==> config.mk <==
export PLATFORM = sky130hd
export DESIGN_NAME = multiword_add_sequencer
export DESIGN_NICKNAME = d
export VERILOG_FILES = /design/src/rtl/multiword_add_pkg.sv /design/src/rtl/word_ripple_adder.sv /design/src/rtl/multiword_add_sequencer.sv
export SDC_FILE = /design/constraint.sdc
export NUM_CORES = 1
export LEC_CHECK = 0
export CAP_MARGIN = 20
export CORE_MARGIN = 3
export CORE_UTILIZATION = 50
export DETAILED_ROUTE_END_ITERATION = 10
export HOLD_SLACK_MARGIN = 0.02
export PLACE_DENSITY = 0.81
export SLEW_MARGIN = 20
export SYNTH_ARGS = -nofsm -noshare
export SYNTH_HDL_FRONTEND = slang
export SYNTH_SLANG_ARGS = --single-unit
==> constraint.sdc <==
create_clock -name clk -period 7.3 [get_ports clk]
set_input_delay 1.46 -clock clk [delete_from_list [all_inputs] [get_ports clk]]
set_output_delay 1.46 -clock clk [all_outputs]
set_load 0.05 [all_outputs]
==> src/rtl/multiword_add_pkg.sv <==
// ---------------------------------------------------------------------------
// multiword_add_pkg
// Shared definitions for the multiword add sequencer:
//   state_t        - FSM state encoding (IDLE / ADD / DONE)
//   DEF_WORD_W     - default width of the shared word adder
//   DEF_NUM_WORDS  - default operand length in words
// ---------------------------------------------------------------------------
package multiword_add_pkg;

    typedef enum logic [1:0] {
        IDLE = 2'd0,
        ADD  = 2'd1,
        DONE = 2'd2
    } state_t;

    localparam int DEF_WORD_W    = 4;
    localparam int DEF_NUM_WORDS = 4;

endpackage

==> src/rtl/word_ripple_adder.sv <==
// ---------------------------------------------------------------------------
// word_ripple_adder
// Combinational WORD_W-bit adder with carry in/out. One instance is
// time-shared by the sequencer across all operand words.
//   a, b  in  WORD_W  addends
//   cin   in  1       carry in
//   sum   out WORD_W  a + b + cin (mod 2^WORD_W)
//   cout  out 1       carry out
// ---------------------------------------------------------------------------
module word_ripple_adder #(
    parameter int WORD_W = 4
) (
    input  logic [WORD_W-1:0] a,
    input  logic [WORD_W-1:0] b,
    input  logic              cin,
    output logic [WORD_W-1:0] sum,
    output logic              cout
);

    // One extra bit on the left catches the carry out.
    assign {cout, sum} = {1'b0, a} + {1'b0, b} + {{WORD_W{1'b0}}, cin};

endmodule

==> src/rtl/multiword_add_sequencer.sv <==
// ---------------------------------------------------------------------------
// multiword_add_sequencer
// Adds two OP_W = WORD_W*NUM_WORDS bit operands one word per cycle, LSW
// first, through a single shared word_ripple_adder.
//
// Optional feature: define MULTIWORD_ADD_SEQUENCER_SUB_EN to add the `sub`
// input. With sub=1 the B operand is inverted and the initial carry forced
// to 1, so the result is A-B and carry=1 means "no borrow".
//
// Ports:
//   clk       in  1     clock, rising edge
//   rst       in  1     synchronous active-high reset
//   sub       in  1     subtract select (only with the macro)
//   start     in  1     request pulse, honoured only in IDLE
//   a_in      in  OP_W  operand A, captured on acceptance
//   b_in      in  OP_W  operand B, captured on acceptance
//   carry_in  in  1     initial carry, captured on acceptance
//   busy      out 1     high from the cycle after acceptance through DONE
//   done      out 1     one-cycle pulse while sum/carry are valid
//   sum       out OP_W  registered result
//   carry     out 1     registered final carry-out
// ---------------------------------------------------------------------------
module multiword_add_sequencer
    import multiword_add_pkg::*;
#(
    parameter int WORD_W    = DEF_WORD_W,
    parameter int NUM_WORDS = DEF_NUM_WORDS,
    localparam int OP_W     = WORD_W * NUM_WORDS
) (
    input  logic            clk,
    input  logic            rst,
`ifdef MULTIWORD_ADD_SEQUENCER_SUB_EN
    input  logic            sub,
`endif
    input  logic            start,
    input  logic [OP_W-1:0] a_in,
    input  logic [OP_W-1:0] b_in,
    input  logic            carry_in,
    output logic            busy,
    output logic            done,
    output logic [OP_W-1:0] sum,
    output logic            carry
);

    localparam int IDX_W = (NUM_WORDS > 1) ? $clog2(NUM_WORDS) : 1;
    localparam logic [IDX_W-1:0] LAST_IDX = IDX_W'(NUM_WORDS - 1);

    state_t            state;
    logic [IDX_W-1:0]  idx;
    logic              cry_r;
    logic [OP_W-1:0]   a_r;
    logic [OP_W-1:0]   b_r;

    // Operand B and initial carry as loaded on acceptance; subtraction
    // folds into the same adder as A + ~B + 1.
    logic [OP_W-1:0]   b_load;
    logic              c_load;

    always_comb begin
        b_load = b_in;
        c_load = carry_in;
`ifdef MULTIWORD_ADD_SEQUENCER_SUB_EN
        if (sub) begin
            b_load = ~b_in;
            c_load = 1'b1;
        end
`endif
    end

    logic [WORD_W-1:0] w_sum;
    logic              w_cout;

    word_ripple_adder #(.WORD_W(WORD_W)) u_adder (
        .a    (a_r[idx*WORD_W +: WORD_W]),
        .b    (b_r[idx*WORD_W +: WORD_W]),
        .cin  (cry_r),
        .sum  (w_sum),
        .cout (w_cout)
    );

    always_ff @(posedge clk) begin
        if (rst) begin
            state <= IDLE;
            idx   <= '0;
            cry_r <= 1'b0;
            a_r   <= '0;
            b_r   <= '0;
            sum   <= '0;
            carry <= 1'b0;
            busy  <= 1'b0;
            done  <= 1'b0;
        end else begin
            case (state)
                IDLE: begin
                    done <= 1'b0;
                    if (start) begin
                        a_r   <= a_in;
                        b_r   <= b_load;
                        cry_r <= c_load;
                        idx   <= '0;
                        sum   <= '0;
                        busy  <= 1'b1;
                        state <= ADD;
                    end
                end
                ADD: begin
                    sum[idx*WORD_W +: WORD_W] <= w_sum;
                    cry_r <= w_cout;
                    idx   <= idx + 1'b1;
                    // done is registered, so raise it on the edge that
                    // writes the last word; it is then high for the DONE cycle.
                    if (idx == LAST_IDX) begin
                        carry <= w_cout;
                        done  <= 1'b1;
                        state <= DONE;
                    end
                end
                DONE: begin
                    done  <= 1'b0;
                    busy  <= 1'b0;
                    state <= IDLE;
                end
                default: state <= IDLE;
            endcase
        end
    end

endmodule

==> out/metrics.cfg, run 1 <==
[clock_tree]
cts_tree = done
cts-buffers-inserted = 5
post-cts-setup-buffer-count = 0
clkLatencyLatePin_ns = 0.31
ctsLongestPathBuffers = 2
root_buffer = clkbuf_8
ctsResizeCount = 0
htreeDepth = 2
path_clk_slew_ns = 0.09
numClockSinks = 56
cts_hold_buffers = 0

[synth]
ys_types = 37
syn_inst = 280
synth_area_leaders = dfxtp_1, nand2_1, a21oi_1, mux4_2, ha_1
syn_area_sq_um = 2534
synth_top_area_frac = 0.4425
ys_ff_latch = 56
synth_top_area_cell = dfxtp_1
syn_nets = 326
syn_area_per_cell_sq_um = 9.049
yosysWarnings = 0
synth_seq_area_share = 0.4425

[placed_design]
placed_cell_area_sq_um = 3074
placed_cells = 386
dp_hpwl_microns = 3610
place_congestion = 0.7932
portBuffers = 54
pre_cts_slack_ns = 4.204

[timing]
period_minus_slack_ns = 2.963
final.period_utilization = 0.4059
rsz0062_at_grt = false
worstMarginPinSlew_ns = 0.9814
postLayoutSetupSlackWorst_ns = 4.337
finalClockSkew_ns = 0.004265
hold_viol_final = 0
finalSetupViolCount = 0
hold_slack_ns = 0.4559
maxSlewViolCount = 0
timing.fmax_mhz = 337.5
slew_headroom = 0.3457
tns_ns = 0

[final_layout]
final_cells = 394
layout_common_cells = nand2_1, dfxtp_1, clkdlybuf4s50_1, a21oi_1, nor2_1
mostFrequentLayoutCell = nand2_1
fin_nets = 372
diodes = 0
multiInputGateArea_sq_um = 1270
stdcell_area_sq_um = 3182
seqCellArea_sq_um = 1121
flow.area_growth_from_synthesis_pct = 25.58
drive_gt1_frac = 0.07951
n_fill_cell = 416

[critical_path]
cp.required_ns = 7.46
r2r-end = sum[11]
cp-startpoint = idx[0]
r2r.worst_path.cells = 6
path_max_fanout = 17
timing.reg2reg.setup_slack_ns = 4.34
cp-start-kind = register
r2r-start = idx[0]
cp-end-kind = register
arrival_ns = 3.13
critical_path_class = register to register
endpoint = sum[11]

[grt]
antenna_found_initial = 0
grtUsageTotal = 0.1771
grt_max_degree = 60
overflow = 0
grt_pass1_wl_microns = 8583
grt_pass1_vias = 1882

[power]
p_leak_nw = 1.172
max-vdd-ir-drop_v = 0.0001038
cellPowerDensity_nw_per_um2 = 197.7

[detailed_routing]
routed_wl_microns = 5137
route.detailed.drc = 0
ant_nets = 0
first_iter_violations = 116
num_vias = 2046
firstDrtPassIters = 4
wl_per_cell_microns = 13.04
via_per_inst = 5.193

[floorplan]
die_area_sq_um = 5958
io-pin-count = 55
die_x_microns = 77.19
die_h_microns = 77.19
num_rows = 25
core_sq_um = 4817
start_util = 0.5260

[hold_path]
hold_path.class = register to register

[flow_run]
max_cap_viol_count = 0

[status]
status = finished clean

[how the worst min path moves through the flow]
| stage | startpoint | end | slack (ns) | depth (start not counted) |
|---|---|---|---|---|
| after CTS | a_r[12] | a_r[12] | 0.46 | 2 |
| final | b_r[12] | b_r[12] | 0.46 | 2 |
| after global placement | a_r[1] | a_r[1] | 0.44 | 2 |
| after detailed placement | a_r[12] | a_r[12] | 0.45 | 2 |
| after floorplan | a_r[5] | a_r[5] | 0.43 | 2 |
| after global routing | a_r[9] | a_r[9] | 0.48 | 2 |
[final cells by class]
| cell class | count | share of cell area |
|---|---|---|
| multi-input combinational | 196 | 0.3991 |
| clock buffer | 6 | 0.02281 |
| sequential | 56 | 0.3523 |
| tap | 67 | 0.02635 |
| timing repair buffer | 56 | 0.1754 |
| clock inverter | 2 | 0.01101 |
| inverter | 11 | 0.01298 |
[per-layer routing]
metal,track usage,vias to the layer above,wire (microns)
li1,-,1045,-
met1,0.2144,945,2278
met2,0.3135,50,2579
met5,0,-,0
met4,0.04804,0,63
met3,0.04108,6,216
[registers in the layout (all words and copies together), names as in the netlist]
signal / count
state: 2
idx: 2
b_r: 16
carry: 1
a_r: 16
busy: 1
done: 1
sum: 16
cry_r: 1
[logic make-up (layout without fill, tap and decap cells)]
family	after synthesis	count (layout)	share of synthesized area
compound gates	66	66	0.1595
xor+xnor	1	1	0.003457
fa+ha+maj	10	10	0.05531
buf+inv	28	75	0.05630
flops	56	56	0.4425
mux	8	8	0.07407
simple gates	111	111	0.2089
[Yosys cell counts, drive strengths merged]
master,count
nand2,72
dfxtp,56
a21oi,38
nor2,20
a22oi,13
inv,11
buf,9
clkbuf,8
ha,8
mux4,8
a21o,4
nand3,3
nand3b,3
nor3,3
o21ai,3
o31ai,3
and3,2
fa,2
nand2b,2
nor2b,2
a211oi,1
a221oi,1
and4bb,1
nor3b,1
nor4,1
nor4b,1
o211ai,1
o21a,1
o21bai,1
xnor2,1
[metrics by stage]
stage | power, mW | utilization
after CTS | 0.6342 | 0.6605
final | 0.6290 | 0.6605
after detailed placement | 0.4393 | 0.6382
after global placement | 0.4352 | 0.6351
after global routing | 0.6572 | 0.6605
after floorplan | 0.4032 | -
[power by group]
| group | internal, mW | switching, mW | leakage [nW] |
|---|---|---|---|
| logic | 0.0477 | 0.0532 | 0.660 |
| clock network | 0.102 | 0.0957 | 0.0552 |
| registers | 0.319 | 0.0116 | 0.457 |
[critical path, stage by stage (launching register included)]
cell and delay (ns):
dfxtp_1 0.91, mux4_2 0.64, fa_1 0.43, a211oi_1 0.34
o21bai_1 0.15, o21ai_0 0.23, o31ai_1 0.13
No activity file was read; power rests on OpenSTA's default activity.
==> run 2: changes to the inputs <==
==> constraint.sdc (replaced) <==
create_clock -name clk -period 2.9 [get_ports clk]
set_input_delay 0.58 -clock clk [delete_from_list [all_inputs] [get_ports clk]]
set_output_delay 0.58 -clock clk [all_outputs]
set_load 0.05 [all_outputs]
==> out/metrics.cfg, run 2 (synthesis results as in run 1) <==
[clock_tree]
clkLatencyLatePin_ns = 0.31  ; about the same
cts_hold_buffers = 0  ; unchanged
cts-buffers-inserted = 5  ; unchanged
ctsResizeCount = 0  ; unchanged
htreeDepth = 2  ; unchanged
post-cts-setup-buffer-count = 0  ; unchanged
ctsLongestPathBuffers = 2  ; unchanged
root_buffer = clkbuf_8
numClockSinks = 56  ; unchanged
path_clk_slew_ns = 0.10  ; about the same
cts_tree = done

[placed_design]
portBuffers = 54  ; unchanged
placed_cell_area_sq_um = 3089  ; +0.49%
place_congestion = 0.7996  ; +0.81%
placed_cells = 389  ; +0.78%
dp_hpwl_microns = 4210  ; +17%

[final_layout]
diodes = 0  ; unchanged
drive_gt1_frac = 0.09091  ; +0.01140
layout_common_cells = nand2_1, dfxtp_1, clkdlybuf4s50_1, a21oi_1, nor2_1
stdcell_area_sq_um = 3216  ; +1.1%
fin_nets = 375  ; +0.81%
flow.area_growth_from_synthesis_pct = 26.91
top_regs = a_r: 16 flops, b_r: 16 flops, sum: 16 flops
final_util = 0.6675  ; +0.007013
mostFrequentLayoutCell = nand2_1
n_fill_cell = 415  ; -0.24%
final_cells = 397  ; +0.76%

[floorplan]
core_sq_um = 4817  ; unchanged
io-pin-count = 55  ; unchanged
die_x_microns = 77.19  ; unchanged
num_rows = 25  ; unchanged
die_h_microns = 77.19  ; unchanged
start_util = 0.5260  ; unchanged
die_area_sq_um = 5958  ; unchanged

[hold_path]
hold_path.class = register to register

[critical_path]
path_max_fanout = 11  ; -6
cp.required_ns = 3.13  ; -4.33 ns
critical_path_class = register to register
arrival_ns = 2.82  ; -0.31 ns
cp-start-kind = register
cp-end-kind = register

[power]
max-vdd-ir-drop_v = 0.0003756  ; +260%
p_leak_nw = 1.194  ; +1.8%
clockPowerShare = 0.334  ; +0.020
cellPowerDensity_nw_per_um2 = 510.9  ; +160%
total_power_mw = 1.643  ; +160%
combPwrFrac = 0.161  ; about the same
seqPwrFrac = 0.505  ; -0.021
power_switching_share = 0.2515  ; -0.003560
switching_power_uw = 413.2  ; +160%
p_int_mw = 1.230  ; +160%

[grt]
antenna_found_initial = 0  ; unchanged
grt_max_degree = 34  ; -43%
grt_pass1_wl_microns = 9480  ; +10%
grt_busiest_layer = met2
grtUsageTotal = 0.1960  ; +0.01883
overflow = 0  ; unchanged
met3_usage = 0.04460  ; +0.003521
met2_usage = 0.3532  ; +0.03972
use_met1 = 0.2314  ; +0.01695
grt_pass1_vias = 2108  ; +12%

[detailed_routing]
firstDrtPassIters = 4  ; unchanged
first_iter_violations = 114  ; -1.7%
via_per_inst = 5.348  ; +3.0%
ant_nets = 0  ; unchanged
route.detailed.drc = 0  ; unchanged
routed_wl_microns = 5577  ; +8.6%
wl_per_cell_microns = 14.05  ; +7.7%
num_vias = 2123  ; +3.8%

[timing]
tns_ns = 0  ; unchanged
timing.fmax_mhz = 385.1  ; +14%
final.period_utilization = 0.8953  ; +0.4895
rsz0062_at_grt = false
maxSlewViolCount = 0  ; unchanged
finalSetupViolCount = 0  ; unchanged
period_minus_slack_ns = 2.596  ; -0.3663 ns
finalClockSkew_ns = 0.006980  ; +0.002715 ns
hold_viol_final = 0  ; unchanged
slew_headroom = 0.6481  ; +0.3024
worstMarginPinSlew_ns = 0.5223  ; -0.4591 ns

[status]
status = finished clean

[flow_run]
max_cap_viol_count = 0  ; unchanged

[run 2: changes by cell type in the layout (fill, tap and decap cells not counted), sizes merged]
| cell | previous run | this run |
|---|---|---|
| clkbuf | 6 | 7 |
| buf | 3 | 6 |
| clkinv | 1 | 0 |
[run 2: final timing paths]
| kind | start | to | slack [ns] | depth (start not counted) |
|---|---|---|---|---|
| hold reg to reg | sum[15] | sum[15] | 0.46 | 2 |
| setup reg to reg | idx[0] | sum[11] | 0.30 | 6 |
| setup / recovery | idx[0] | sum[11] | 0.30 | 6 |
| hold / removal | sum[15] | sum[15] | 0.46 | 2 |
[run 2: worst max-delay path, cell delays in order, from the launching register on]
cell      delay, ns
dfxtp_1        0.58
buf_4          0.29
mux4_2         0.52
ha_1           0.24
a211oi_1       0.31
o21ai_0        0.29
o31ai_1        0.29
[run 2: per-stage QoR]
step	setup slack, ns	hold WS (ns)
3_5_place_dp	0.3287	0.4472
3_3_place_gp	0.4486	0.4395
2_1_floorplan	0.4076	0.4315
5_1_grt	0.09443	0.4793
4_1_cts	0.3123	0.4612
6_report	0.3035	0.4594
[run 2: metal layers]
| layer | wire length [microns] | share of wire | up-vias |
|---|---|---|---|
| li1 | - | - | 1051 |
| met1 | 2381 | 0.43 | 1014 |
| met2 | 2908 | 0.52 | 52 |
| met3 | 240 | 0.043 | 6 |
| met4 | 45 | 0.0081 | 0 |
| met5 | 0 | 0 | - |
[run 2: power groups by stage]
stage          logic [mW]  clock network (mW)  registers [mW]
2_1_floorplan       0.167                   0           0.848
3_3_place_gp        0.255                   0           0.846
3_5_place_dp        0.262                   0           0.848
4_1_cts             0.263               0.556           0.831
5_1_grt             0.288               0.585           0.836
6_report            0.264               0.549           0.830
[run 2: cell type report]
type | count | area, sq um | area share
well taps | 67 | 83.83 | 0.02607
clock buffers | 7 | 96.34 | 0.02996
repair buffers | 59 | 573.1 | 0.1782
multi-input cells | 196 | 1270 | 0.3949
clock inverters | 1 | 30.03 | 0.009339
inverters | 11 | 41.29 | 0.01284
flip-flops and latches | 56 | 1121 | 0.3486
==> run 3: changes to the inputs <==
--- a/config.mk
+++ b/config.mk
@@ -5,6 +5,7 @@
 export SDC_FILE = /design/constraint.sdc
 export NUM_CORES = 1
 export LEC_CHECK = 0
+export ABC_AREA = 1
 export CAP_MARGIN = 20
 export CORE_MARGIN = 3
 export CORE_UTILIZATION = 50
==> out/metrics.cfg, run 3 <==
[timing]
maxSlewViolCount = 0  ; unchanged
rsz0062_at_grt = false
finalClockSkew_ns = 0.01063  ; +0.003653 ns
timing.fmax_mhz = 427.2  ; +11%
slew_headroom = 0.4904  ; -0.1577
period_minus_slack_ns = 2.341  ; -0.2555 ns
finalSetupViolCount = 0  ; unchanged
hold_viol_final = 0  ; unchanged
final.period_utilization = 0.8072  ; -0.08810
postLayoutSetupSlackWorst_ns = 0.5590  ; +0.2555 ns
tns_ns = 0  ; unchanged
worstMarginPinSlew_ns = 0.7636  ; +0.2412 ns

[grt]
antenna_found_initial = 0  ; unchanged
grtUsageTotal = 0.1891  ; -0.006841
grt_max_degree = 37  ; +8.8%
grt_pass1_wl_microns = 9149  ; -3.5%
overflow = 0  ; unchanged
grt_pass1_vias = 2082  ; -1.2%

[critical_path]
path_max_fanout = 16  ; +5
crit_family = adder cells
critical_path.slowest_cell = fa_1
worstPathCellList = inv_1 -> buf_4 -> o21ai_0 -> o22ai_1 -> fa_1 -> inv_1 -> fa_1 -> nor3_1 -> nand2_1 -> a21oi_1
crit_buf_inv = 3  ; +2
critical_path_class = register to register
timing.reg2reg.setup_slack_ns = 0.56  ; +0.26 ns
cp.required_ns = 3.14  ; about the same
cp-start-kind = register
crit_path_max_incr_delay_ns = 0.43  ; -0.15 ns
cp-end-kind = register
arrival_ns = 2.58  ; -0.24 ns

[detailed_routing]
num_vias = 2240  ; +5.5%
ant_nets = 0  ; unchanged
wl_per_cell_microns = 11.81  ; -16%
route.detailed.drc = 0  ; unchanged
via_per_inst = 4.891  ; -8.5%
firstDrtPassIters = 5  ; +1
first_iter_violations = 91  ; -20%
routed_wl_microns = 5407  ; -3.0%

[power]
cellPowerDensity_nw_per_um2 = 509.1  ; -0.35%
max-vdd-ir-drop_v = 0.0002897  ; -23%
p_leak_nw = 1.236  ; +3.5%

[status]
status = finished clean

[placed_design]
place_congestion = 0.8333  ; +4.2%
portBuffers = 54  ; unchanged
dp_hpwl_microns = 4059  ; -3.6%
pre_cts_slack_ns = 0.5721  ; +0.2434 ns

[flow_run]
max_cap_viol_count = 0  ; unchanged

[synth]
synth_top_area_cell = dfxtp_1
yosys.cell_count.top_type = nor2_1
ys_ff_latch = 56  ; unchanged
syn_inst = 339  ; +21%
syn_nets = 385  ; +18%
syn_area_per_cell_sq_um = 7.422  ; -18%
synthFlopType = dfxtp_1
synth_seq_area_share = 0.4455  ; +0.003080
synth_area_leaders = dfxtp_1, nor2_1, o21ai_0, nand2_1, a21oi_1
synth_edf_count = 0  ; unchanged
syn_area_sq_um = 2516  ; -0.69%
ys_types = 29  ; -22%
yosysWarnings = 0  ; unchanged
async_flop_share = 0  ; unchanged
synthTopCellsByCount = nor2_1, dfxtp_1, nand2_1, o21ai_0, a21oi_1
synth_top_area_frac = 0.4455  ; +0.003080

[final_layout]
fin_nets = 436  ; +16%
diodes = 0  ; unchanged
n_fill_cell = 455  ; +9.6%
seqCellArea_sq_um = 1121  ; unchanged
drive_gt1_frac = 0.07673  ; -0.01418
multiInputGateArea_sq_um = 1242  ; -2.2%
layout_common_cells = nor2_1, dfxtp_1, clkdlybuf4s50_1, nand2_1, o21ai_0
top_regs = a_r: 16 flops, b_r: 16 flops, sum: 16 flops
flow.area_growth_from_synthesis_pct = 27.45
mostFrequentLayoutCell = nor2_1

[clock_tree]
ctsResizeCount = 0  ; unchanged
ctsLongestPathBuffers = 2  ; unchanged
cts_tree = done
numClockSinks = 56  ; unchanged
cts_hold_buffers = 0  ; unchanged
path_clk_slew_ns = 0.09  ; about the same
cts-buffers-inserted = 5  ; unchanged
root_buffer = clkbuf_8
post-cts-setup-buffer-count = 0  ; unchanged
clkLatencyLatePin_ns = 0.31  ; about the same
htreeDepth = 2  ; unchanged

[floorplan]
die_h_microns = 76.94  ; -0.32%
core_sq_um = 4786  ; -0.65%
start_util = 0.5258  ; about the same
io-pin-count = 55  ; unchanged
num_rows = 25  ; unchanged
die_x_microns = 76.94  ; -0.32%
die_area_sq_um = 5920  ; -0.63%

[hold_path]
hold_path.class = register to register

run 3: path summary, 6_finish.rpt:
path	from	end	depth (start not counted)
min	sum[3]	sum[3]	2
max	idx[0]	sum[13]	10
min reg2reg	sum[3]	sum[3]	2
max reg2reg	idx[0]	sum[13]	10
run 3: cells by family after synthesis:
group | share of synthesized area
simple gates | 0.2561
compound gates | 0.1785
flops | 0.4456
buf+inv | 0.06066
fa+ha+maj | 0.05570
xor+xnor | 0.003481
run 3: stage by stage:
step / hold slack (ns) / power (mW) / area, sq um / std cells / util
4_1_cts: 0.4678 / 1.646 / 3207 / 458 / 0.6701
3_5_place_dp: 0.4543 / 1.218 / 3113 / 450 / 0.6505
2_1_floorplan: 0.4495 / 1.099 / 2516 / 339 / -
6_report: 0.4666 / 1.633 / 3207 / 458 / 0.6701
3_3_place_gp: 0.4444 / 1.207 / 3113 / 450 / 0.6505
5_1_grt: 0.4860 / 1.722 / 3207 / 458 / 0.6701
run 3: cell type report:
class / instances / area share
clock buffer: 7 / 0.02692
clock inverter: 1 / 0.002341
inverter: 21 / 0.02497
multi-input combinational: 246 / 0.3874
sequential: 56 / 0.3496
tap: 67 / 0.02614
timing repair buffer: 60 / 0.1826
run 3: power by group:
group	internal [mW]	switching [mW]	leakage [nW]
logic	0.145	0.208	0.732
clock network	0.194	0.241	0.0445
registers	0.816	0.0286	0.460
run 3: tightest hold or removal path: cells and delay by family (launching register included):
family	cells	cell delay [ns]
flops	1	0.32
compound gates	1	0.05
simple gates	1	0.06
run 3: per-layer routing:
layer,wire length [microns],GRT usage,part of all wire,vias to the layer above
met1,2448,0.2309,0.45,984
li1,-,-,-,1199
met5,0,0,0,-
met4,64,0.05072,0.012,0
met2,2682,0.3310,0.50,50
met3,212,0.04577,0.039,7
